--- src/rtl/mem_arbiter.sv ---
// Two-requester (instruction fetch / data) arbiter for a single shared memory port.
// Round-robin grant, per-access timeout, and registered completion pulses.
module mem_arbiter #(
  parameter int unsigned TIMEOUT_CYCLES = 255
) (
  input  logic        clk,
  input  logic        rst_n,
  input  logic        i_req,
  input  logic [31:0] i_addr,
  output logic [31:0] i_rdata,
  output logic        i_done,
  output logic        i_err,
  input  logic        d_req,
  input  logic        d_we,
  input  logic [3:0]  d_be,
  input  logic [31:0] d_addr,
  input  logic [31:0] d_wdata,
  output logic [31:0] d_rdata,
  output logic        d_done,
  output logic        d_err,
  output logic        mem_req,
  output logic        mem_we,
  output logic [3:0]  mem_be,
  output logic [31:0] mem_addr,
  output logic [31:0] mem_wdata,
  input  logic [31:0] mem_rdata,
  input  logic        mem_ack,
  output logic        busy
);

  typedef enum logic [1:0] {
    IDLE  = 2'd0,
    I_ACC = 2'd1,
    D_ACC = 2'd2
  } state_t;

  localparam logic [15:0] LIMIT = 16'(TIMEOUT_CYCLES - 1);

  state_t      state_r, state_nxt;
  logic        last_d_r;
  logic [15:0] cnt_r;
  logic        we_r;
  logic [3:0]  be_r;
  logic [31:0] addr_r, wdata_r;
  logic [31:0] i_rdata_r, d_rdata_r;
  logic        i_done_r, d_done_r, i_err_r, d_err_r;
  logic        i_elig_s, d_elig_s;
  logic        grant_i_s, grant_d_s, finish_s, abort_s;

  // Next-state logic: round-robin grant in IDLE, ack/timeout exit from ACC
  always_comb begin
    state_nxt = state_r;
    grant_i_s = 1'b0;
    grant_d_s = 1'b0;
    finish_s  = 1'b0;
    abort_s   = 1'b0;
    // a requester still holding its request during its done cycle must not be re-granted
    i_elig_s  = i_req & ~i_done_r;
    d_elig_s  = d_req & ~d_done_r;
    case (state_r)
      IDLE: begin
        if (i_elig_s && (!d_elig_s || last_d_r)) begin
          state_nxt = I_ACC;
          grant_i_s = 1'b1;
        end else if (d_elig_s) begin
          state_nxt = D_ACC;
          grant_d_s = 1'b1;
        end else begin
          state_nxt = IDLE;
        end
      end
      I_ACC, D_ACC: begin
        if (mem_ack) begin
          finish_s  = 1'b1;
          state_nxt = IDLE;
        end else if (cnt_r == LIMIT) begin
          abort_s   = 1'b1;
          state_nxt = IDLE;
        end else begin
          state_nxt = state_r;
        end
      end
      default: state_nxt = IDLE;
    endcase
  end

  // State register
  always_ff @(posedge clk or negedge rst_n) begin
    if (!rst_n) begin
      state_r <= IDLE;
    end else begin
      state_r <= state_nxt;
    end
  end

  // Command latch, wait counter, completion pulses and read-data capture
  always_ff @(posedge clk or negedge rst_n) begin
    if (!rst_n) begin
      last_d_r  <= 1'b1;
      cnt_r     <= 16'd0;
      we_r      <= 1'b0;
      be_r      <= 4'd0;
      addr_r    <= 32'd0;
      wdata_r   <= 32'd0;
      i_rdata_r <= 32'd0;
      d_rdata_r <= 32'd0;
      i_done_r  <= 1'b0;
      d_done_r  <= 1'b0;
      i_err_r   <= 1'b0;
      d_err_r   <= 1'b0;
    end else begin
      i_done_r <= 1'b0;
      d_done_r <= 1'b0;
      i_err_r  <= 1'b0;
      d_err_r  <= 1'b0;
      if (grant_i_s) begin
        cnt_r   <= 16'd0;
        we_r    <= 1'b0;
        be_r    <= 4'b1111;
        addr_r  <= i_addr;
        wdata_r <= 32'd0;
      end else if (grant_d_s) begin
        cnt_r   <= 16'd0;
        we_r    <= d_we;
        be_r    <= d_be;
        addr_r  <= d_addr;
        wdata_r <= d_wdata;
      end else if (finish_s || abort_s) begin
        // command registers return to zero so the port is quiet in IDLE
        cnt_r    <= 16'd0;
        we_r     <= 1'b0;
        be_r     <= 4'd0;
        addr_r   <= 32'd0;
        wdata_r  <= 32'd0;
        last_d_r <= (state_r == D_ACC);
        if (state_r == D_ACC) begin
          d_done_r <= 1'b1;
          d_err_r  <= abort_s;
          if (!we_r) begin
            d_rdata_r <= finish_s ? mem_rdata : 32'd0;
          end else begin
            d_rdata_r <= d_rdata_r;
          end
        end else begin
          i_done_r  <= 1'b1;
          i_err_r   <= abort_s;
          i_rdata_r <= finish_s ? mem_rdata : 32'd0;
        end
      end else if (state_r != IDLE) begin
        cnt_r <= cnt_r + 16'd1;
      end else begin
        cnt_r <= cnt_r;
      end
    end
  end

  assign mem_req   = (state_r != IDLE);
  assign busy      = (state_r != IDLE);
  assign mem_we    = we_r;
  assign mem_be    = be_r;
  assign mem_addr  = addr_r;
  assign mem_wdata = wdata_r;
  assign i_rdata   = i_rdata_r;
  assign d_rdata   = d_rdata_r;
  assign i_done    = i_done_r;
  assign d_done    = d_done_r;
  assign i_err     = i_err_r;
  assign d_err     = d_err_r;

endmodule

--- config.mk ---
export PLATFORM = sky130hd
export DESIGN_NAME = mem_arbiter
export DESIGN_NICKNAME = d
export VERILOG_FILES = /design/src/rtl/mem_arbiter.sv
export SDC_FILE = /design/constraint.sdc
export NUM_CORES = 1
export LEC_CHECK = 0
export CORE_AREA = 4 4 125 127
export CTS_CLUSTER_SIZE = 16
export DETAILED_ROUTE_END_ITERATION = 12
export DIE_AREA = 0 0 129 131
export PLACE_DENSITY = 0.89
export SLEW_MARGIN = 20
export SYNTH_ARGS = -nofsm -noshare
export SYNTH_HDL_FRONTEND = slang
export SYNTH_SLANG_ARGS = --single-unit
--- constraint.sdc ---
create_clock -name clk -period 4.4 [get_ports clk]
set_clock_uncertainty 0.15 [all_clocks]
set_input_delay 0.88 -clock clk [delete_from_list [all_inputs] [get_ports clk]]
set_output_delay 0.88 -clock clk [all_outputs]
set_load 0.01 [all_outputs]
==> key figures, run 1 <==
Run status
  – Outcome: finished, final reports clean

Synth
  – Largest family of logic cells by synthesized area: compound AO/OA/AOI/OAI gates
  – Area share of fa/ha/maj cells after synthesis: 0.762%
  – Post-synthesis sequential area ratio: 59.5%
  – Post-Synth XOR/XNOR Area: 0.400%
  – Simple-Gate Fraction of Synth Area: 11.9%
  – Syn_area_per_cell: 12.7 um^2
  – EDFF count, synth: 0
  – Syn. warnings: 0
  – Synthesized flop and latch total: 156
  – Post-Synthesis Cells: 517
  – Syn Std Cell Area: 0.00656 mm^2
  – Unique cell type count in the Yosys netlist: 45
  – Top FF cell, synth: dfrtp_1
  – Mux share of post-synthesis cell area: 5.66%
  – Net Count, Synth: 659
  – Synth Area in Compound Gates: 18.4%
  – Synth async-reset ratio: 100%

Layout
  – Nets@finish: 924
  – Leading cell type in the layout, fill and taps excluded: clkdlybuf4s50_1
  – Area growth syn-to-layout: 53.4%
  – Post-layout util: 69.8%
  – Fin cells: 977
  – Ant diodes: 0
  – Fillers: 956
  – Layout cells sized above 1: 10.1%
  – Most frequent cells in the layout: clkdlybuf4s50_1 (275), dfrtp_1 (155), a22o_1 (65), a221o_1 (36)
  – Post-route cell area: 0.0101 mm^2

Critical path
  – Critical path class: flop to output pin
  – Critical path peak fanout: 17
  – Worst path most repeated cell: inv_1
  – Critical path cell sequence: inv_1 > ha_2 > inv_1 > clkdlybuf4s50_1
  – CP max stage cell: clkdlybuf4s50_1
  – CP Capture Type: output pin
  – CP startpoint kind: flop
  – WP data required: 3.37 ns
  – CP arrival: 2.14 ns
  – CP max stage delay: 0.65 ns

Die
  – CORE AREA: 0.0144 mm^2
  – Chip width: 129 um
  – Die Y: 131 um
  – I/O pins: 277
  – Die area: 0.0169 mm^2
  – Cell Rows: 44
  – Initial core utilization: 45.5%

Detailed routing
  – Via Count: 5,583
  – Initial detailed-routing violation count: 431
  – DR pass1 iterations: 5
  – WL final: 20.6 mm
  – Routed length per instance: 21.1 um
  – DRT antenna net count: 0
  – Via density: 5.71
  – DRC Markers: 0

Clocking
  – Post-CTS sizing: 0
  – Cts hold-fix bufs: 0
  – Clk buf depth: 2
  – Worst-path clk slew: 0.06 ns
  – Skew-Pair Late Insertion Delay: 0.41 ns
  – Post-CTS setup buffers: 0
  – H-tree depth: 4
  – TritonCTS buffer count: 17
  – CTS tree: yes
  – # clock sinks: 156
  – Clock Tree Root: clkbuf_16

STA
  – Fin crit period: 3.17 ns
  – Setup violations, final: 0
  – Fin. max-slew vios: 0
  – Setup ws final: 1.23 ns
  – Peak Freq: 316 MHz
  – Setup TNS: 0 ns
  – Tightest Pin Transition: 1.07 ns
  – RSZ-0062 raised after global routing: no
  – Relative slew slack: 28.3%
  – Final-report hold violation count: 0
  – Fin crit share: 72.0%

Global route
  – Vias in the first global route: 5,790
  – Most Used Layer, Global Route: met2
  – GR Overflow Total: 0
  – Largest net degree at the start of global routing: 94
  – Antenna violations before repair: 0
  – M2 GR Usage: 43.1%
  – First-pass GRT wire length: 31.3 mm
  – Met3 Use GR: 5.73%
  – Met1 GRT Util: 27.8%
  – Total GRT Usage: 24.3%

Placement
  – Post-DP HPWL: 15.3 mm
  – Dpl ws: 1.07 ns
  – Placement Cell Area: 0.00948 mm^2
  – Placed Cells: 947
  – Routability cong.: 0.858
  – PortBufs: 276

Power and ir drop
  – Static leakage: 4.46 nW
  – VDD IR-drop max: 0.379 mV
  – Power Density: 705 mW/mm^2

Job
  – Max-Cap Viols: 0

Worst hold path
  – Worst Hold Class: flop to flop
-- final cells by class --
| type | instances | area, um^2 | share of cell area [%] |
|---|---|---|---|
| tap | 184 | 230 | 2.29 |
| clock buffer | 23 | 468 | 4.65 |
| sequential | 156 | 3910 | 38.8 |
| inverter | 9 | 33.8 | 0.336 |
| multi-input combinational | 312 | 2460 | 24.5 |
| timing repair buffer | 286 | 2850 | 28.3 |
| clock inverter | 7 | 114 | 1.13 |
-- registers in the layout, indices dropped and copies added (netlist names) --
signal / count
d_rdata: 32
i_rdata: 32
mem_addr: 32
mem_wdata: 32
cnt_r: 16
mem_be: 4
state_r: 2
d_done: 1
d_err: 1
i_done: 1
i_err: 1
last_d_r: 1
mem_we: 1
-- critical path: cells and delay by family, from the launching register on --
kind / cells / cell delay, ns
DFF: 1 / 0.37
buffers and inverters: 3 / 1.11
adders and majority gates: 1 / 0.24
-- cell families after synthesis --
group,count (synthesis)
DFF,156
buffers and inverters,49
xor gates and xnor gates,3
muxes,33
AOI/OAI and AO/OA,143
adders and majority gates,4
and+or+nand+nor,129
-- final timing paths --
check	startpoint	end	slack, ns	cells past startpoint
setup / recovery	state_r[1]$_DFFE_PN0P_	busy	1.23	4
min in group asynchronous	rst_n	cnt_r[6]$_DFFE_PN0P_	0.38	1
max in group asynchronous	rst_n	d_rdata[2]$_DFFE_PN0P_	2.89	2
setup reg to reg	state_r[1]$_DFFE_PN0P_	d_rdata[21]$_DFFE_PN0P_	1.64	6
hold reg to reg	mem_wdata[31]$_DFFE_PN0P_	mem_wdata[31]$_DFFE_PN0P_	0.35	1
hold / removal	mem_wdata[31]$_DFFE_PN0P_	mem_wdata[31]$_DFFE_PN0P_	0.35	1
-- routing by layer --
metal | vias to the layer above | wire, um
li1 | 2487 | -
met1 | 2773 | 7560
met2 | 268 | 10900
met3 | 55 | 1330
met4 | 0 | 833
met5 | - | 0
-- through the flow --
step / hold WS [ns] / power, W
2_1_floorplan: 0.351 / 0.00391
3_3_place_gp: 0.322 / 0.00554
3_5_place_dp: 0.336 / 0.00567
4_1_cts: 0.348 / 0.00714
5_1_grt: 0.364 / 0.00747
6_report: 0.351 / 0.00710
-- synth_stat cells (4+ instances only) --
| library cell | n | area, um^2 |
|---|---|---|
| a221o_1 | 36 | 360 |
| clkbuf_1 | 26 | 97.6 |
| ha_1 | 4 | 50.1 |
| and3_1 | 32 | 200 |
| nor4_1 | 5 | 31.3 |
| mux2_2 | 32 | 360 |
| inv_1 | 9 | 33.8 |
| a21oi_1 | 11 | 55.1 |
| o21ai_0 | 10 | 50.1 |
| and2_1 | 32 | 200 |
| nand2_1 | 16 | 60.1 |
| nand3_1 | 10 | 50.1 |
| a31oi_1 | 4 | 25.0 |
| nor2_1 | 9 | 33.8 |
| a22o_1 | 65 | 569 |
| buf_2 | 10 | 50.1 |
| o21a_1 | 6 | 45.0 |
| nor3_1 | 6 | 30.0 |
| dfrtp_1 | 155 | 3880 |
-- where the power goes --
group	internal (W)	switching, W
logic	0.00174	0.00151
clock network	0.000915	0.000537
registers	0.00202	0.000377
total	0.00468	0.00242
Note: power is estimated with default switching activity, not from simulation.
==> inputs of run 2 (changes only) <==
--- a/config.mk
+++ b/config.mk
@@ -5,11 +5,11 @@
 export SDC_FILE = /design/constraint.sdc
 export NUM_CORES = 1
 export LEC_CHECK = 0
-export CORE_AREA = 4 4 125 127
+export CORE_AREA = 4 4 135 137
 export CTS_CLUSTER_SIZE = 16
 export DETAILED_ROUTE_END_ITERATION = 12
-export DIE_AREA = 0 0 129 131
-export PLACE_DENSITY = 0.89
+export DIE_AREA = 0 0 139 141
+export PLACE_DENSITY = 0.82
 export SLEW_MARGIN = 20
 export SYNTH_ARGS = -nofsm -noshare
 export SYNTH_HDL_FRONTEND = slang
==> constraint.sdc (replaced) <==
create_clock -name clk -period 2.79 [get_ports clk]
set_clock_uncertainty 0.15 [all_clocks]
set_input_delay 0.558 -clock clk [delete_from_list [all_inputs] [get_ports clk]]
set_output_delay 0.558 -clock clk [all_outputs]
set_load 0.01 [all_outputs]
==> key figures, run 2 (synthesis gave the netlist of run 1 again) <==
Global route
  – First-pass GRT wire length: 30.6 mm
  – Antenna violations before repair: 0
  – Total GRT Usage: 19.5%
  – GR Overflow Total: 0
  – Largest net degree at the start of global routing: 71
  – Vias in the first global route: 5,815

Detailed routing
  – Routed length per instance: 18.6 um
  – DR pass1 iterations: 4
  – Via density: 5.32
  – DRC Markers: 0
  – Via Count: 5,472
  – WL final: 19.2 mm
  – Initial detailed-routing violation count: 209
  – DRT antenna net count: 0

Clocking
  – Post-CTS sizing: 0
  – Skew-Pair Late Insertion Delay: 0.42 ns
  – Worst-path clk slew: 0.06 ns
  – Clock Tree Root: clkbuf_16
  – H-tree depth: 4
  – Clk buf depth: 2
  – TritonCTS buffer count: 17
  – # clock sinks: 156
  – CTS tree: yes

Die
  – Die Y: 141 um
  – Initial core utilization: 38.5%
  – Chip width: 139 um
  – Cell Rows: 48
  – CORE AREA: 0.0171 mm^2
  – Die area: 0.0196 mm^2
  – I/O pins: 277

Placement
  – Post-DP HPWL: 13.8 mm
  – Placement Cell Area: 0.00968 mm^2
  – PortBufs: 276
  – Routability cong.: 0.733

Worst hold path
  – Worst Hold Class: flop to flop

Run status
  – Outcome: finished, final reports clean

Power and ir drop
  – Power Density: 1120 mW/mm^2
  – Static leakage: 4.56 nW
  – Total Power: 0.0116 W
  – VDD IR-drop max: 0.609 mV

STA
  – Hold_ws: 0.348 ns
  – Setup violations, final: 0
  – Fin crit period: 2.59 ns
  – Relative slew slack: 38.9%
  – Setup TNS: 0 ns
  – Peak Freq: 386 MHz
  – Fin crit share: 93.0%
  – RSZ-0062 raised after global routing: no
  – Tightest Pin Transition: 0.910 ns
  – Final-report hold violation count: 0
  – Fin. max-slew vios: 0

Layout
  – Ant diodes: 0
  – Layout cells sized above 1: 11.4%
  – Most frequent cells in the layout: clkdlybuf4s50_1 (275), dfrtp_1 (155), a22o_1 (65), a221o_1 (36)
  – Area growth syn-to-layout: 57.6%
  – Nets@finish: 933
  – Fillers: 1,390
  – Post-route cell area: 0.0103 mm^2
  – Post-layout util: 60.7%
  – Leading cell type in the layout, fill and taps excluded: clkdlybuf4s50_1

Critical path
  – CP arrival: 1.89 ns
  – CP startpoint kind: flop
  – WP data required: 2.08 ns
  – Critical path class: flop to output pin
  – R2R setup slack: 0.28 ns
  – Critical path peak fanout: 10
  – CP Capture Type: output pin

Job
  – Max-Cap Viols: 0
[run 2: path summary, 6_finish.rpt]
kind	from	endpoint	depth (start not counted)
setup reg to reg	cnt_r[0]$_DFFE_PN0P_	d_rdata[8]$_DFFE_PN0P_	7
setup / recovery	state_r[1]$_DFFE_PN0P_	busy	4
hold reg to reg	mem_wdata[21]$_DFFE_PN0P_	mem_wdata[21]$_DFFE_PN0P_	1
max in group asynchronous	rst_n	i_rdata[22]$_DFFE_PN0P_	3
min in group asynchronous	rst_n	cnt_r[6]$_DFFE_PN0P_	2
hold / removal	mem_wdata[21]$_DFFE_PN0P_	mem_wdata[21]$_DFFE_PN0P_	1
[run 2: worst max-delay path: stages, from the launching register on]
cell             delay (ns)
dfrtp_1                0.36
inv_1                  0.05
ha_1                   0.19
inv_1                  0.26
clkdlybuf4s50_1        0.60
[run 2: timing repair]
item	CTS	global route
buffers inserted	0	0
hold endpoints to repair	54	0
hold buffers	1	0
[run 2: power breakdown]
part	total, W	switching (W)	leakage, nW	internal, W
Clock	0.00257	0.000945	0.315	0.00162
Sequential	0.00374	0.000554	2.03	0.00318
Combinational	0.00527	0.00235	2.21	0.00292
[run 2: layout make-up]
cell class	count	area, um^2	area share, %
multi-input cells	312	2460	23.8
clock inverters	13	213	2.06
clock buffers	19	443	4.28
inverters	9	33.8	0.327
flip-flops and latches	156	3910	37.7
well taps	225	282	2.72
repair buffers	295	3010	29.1
[run 2: metrics by stage]
| stage | std cells | setup slack (ns) |
|---|---|---|
| after floorplan | 517 | 0.515 |
| after global placement | 996 | 0.139 |
| after detailed placement | 996 | 0.0909 |
| after CTS | 1029 | 0.161 |
| after global routing | 1029 | 0.0852 |
| final | 1029 | 0.196 |
[run 2: per-layer routing]
| layer | vias to the layer above | share of wire [%] | GRT usage (%) |
|---|---|---|---|
| met5 | - | 0 | 0 |
| li1 | 2519 | - | - |
| met1 | 2700 | 42 | 23.2 |
| met3 | 31 | 7.9 | 7.16 |
| met2 | 222 | 48 | 32.6 |
| met4 | 0 | 2.2 | 7.42 |
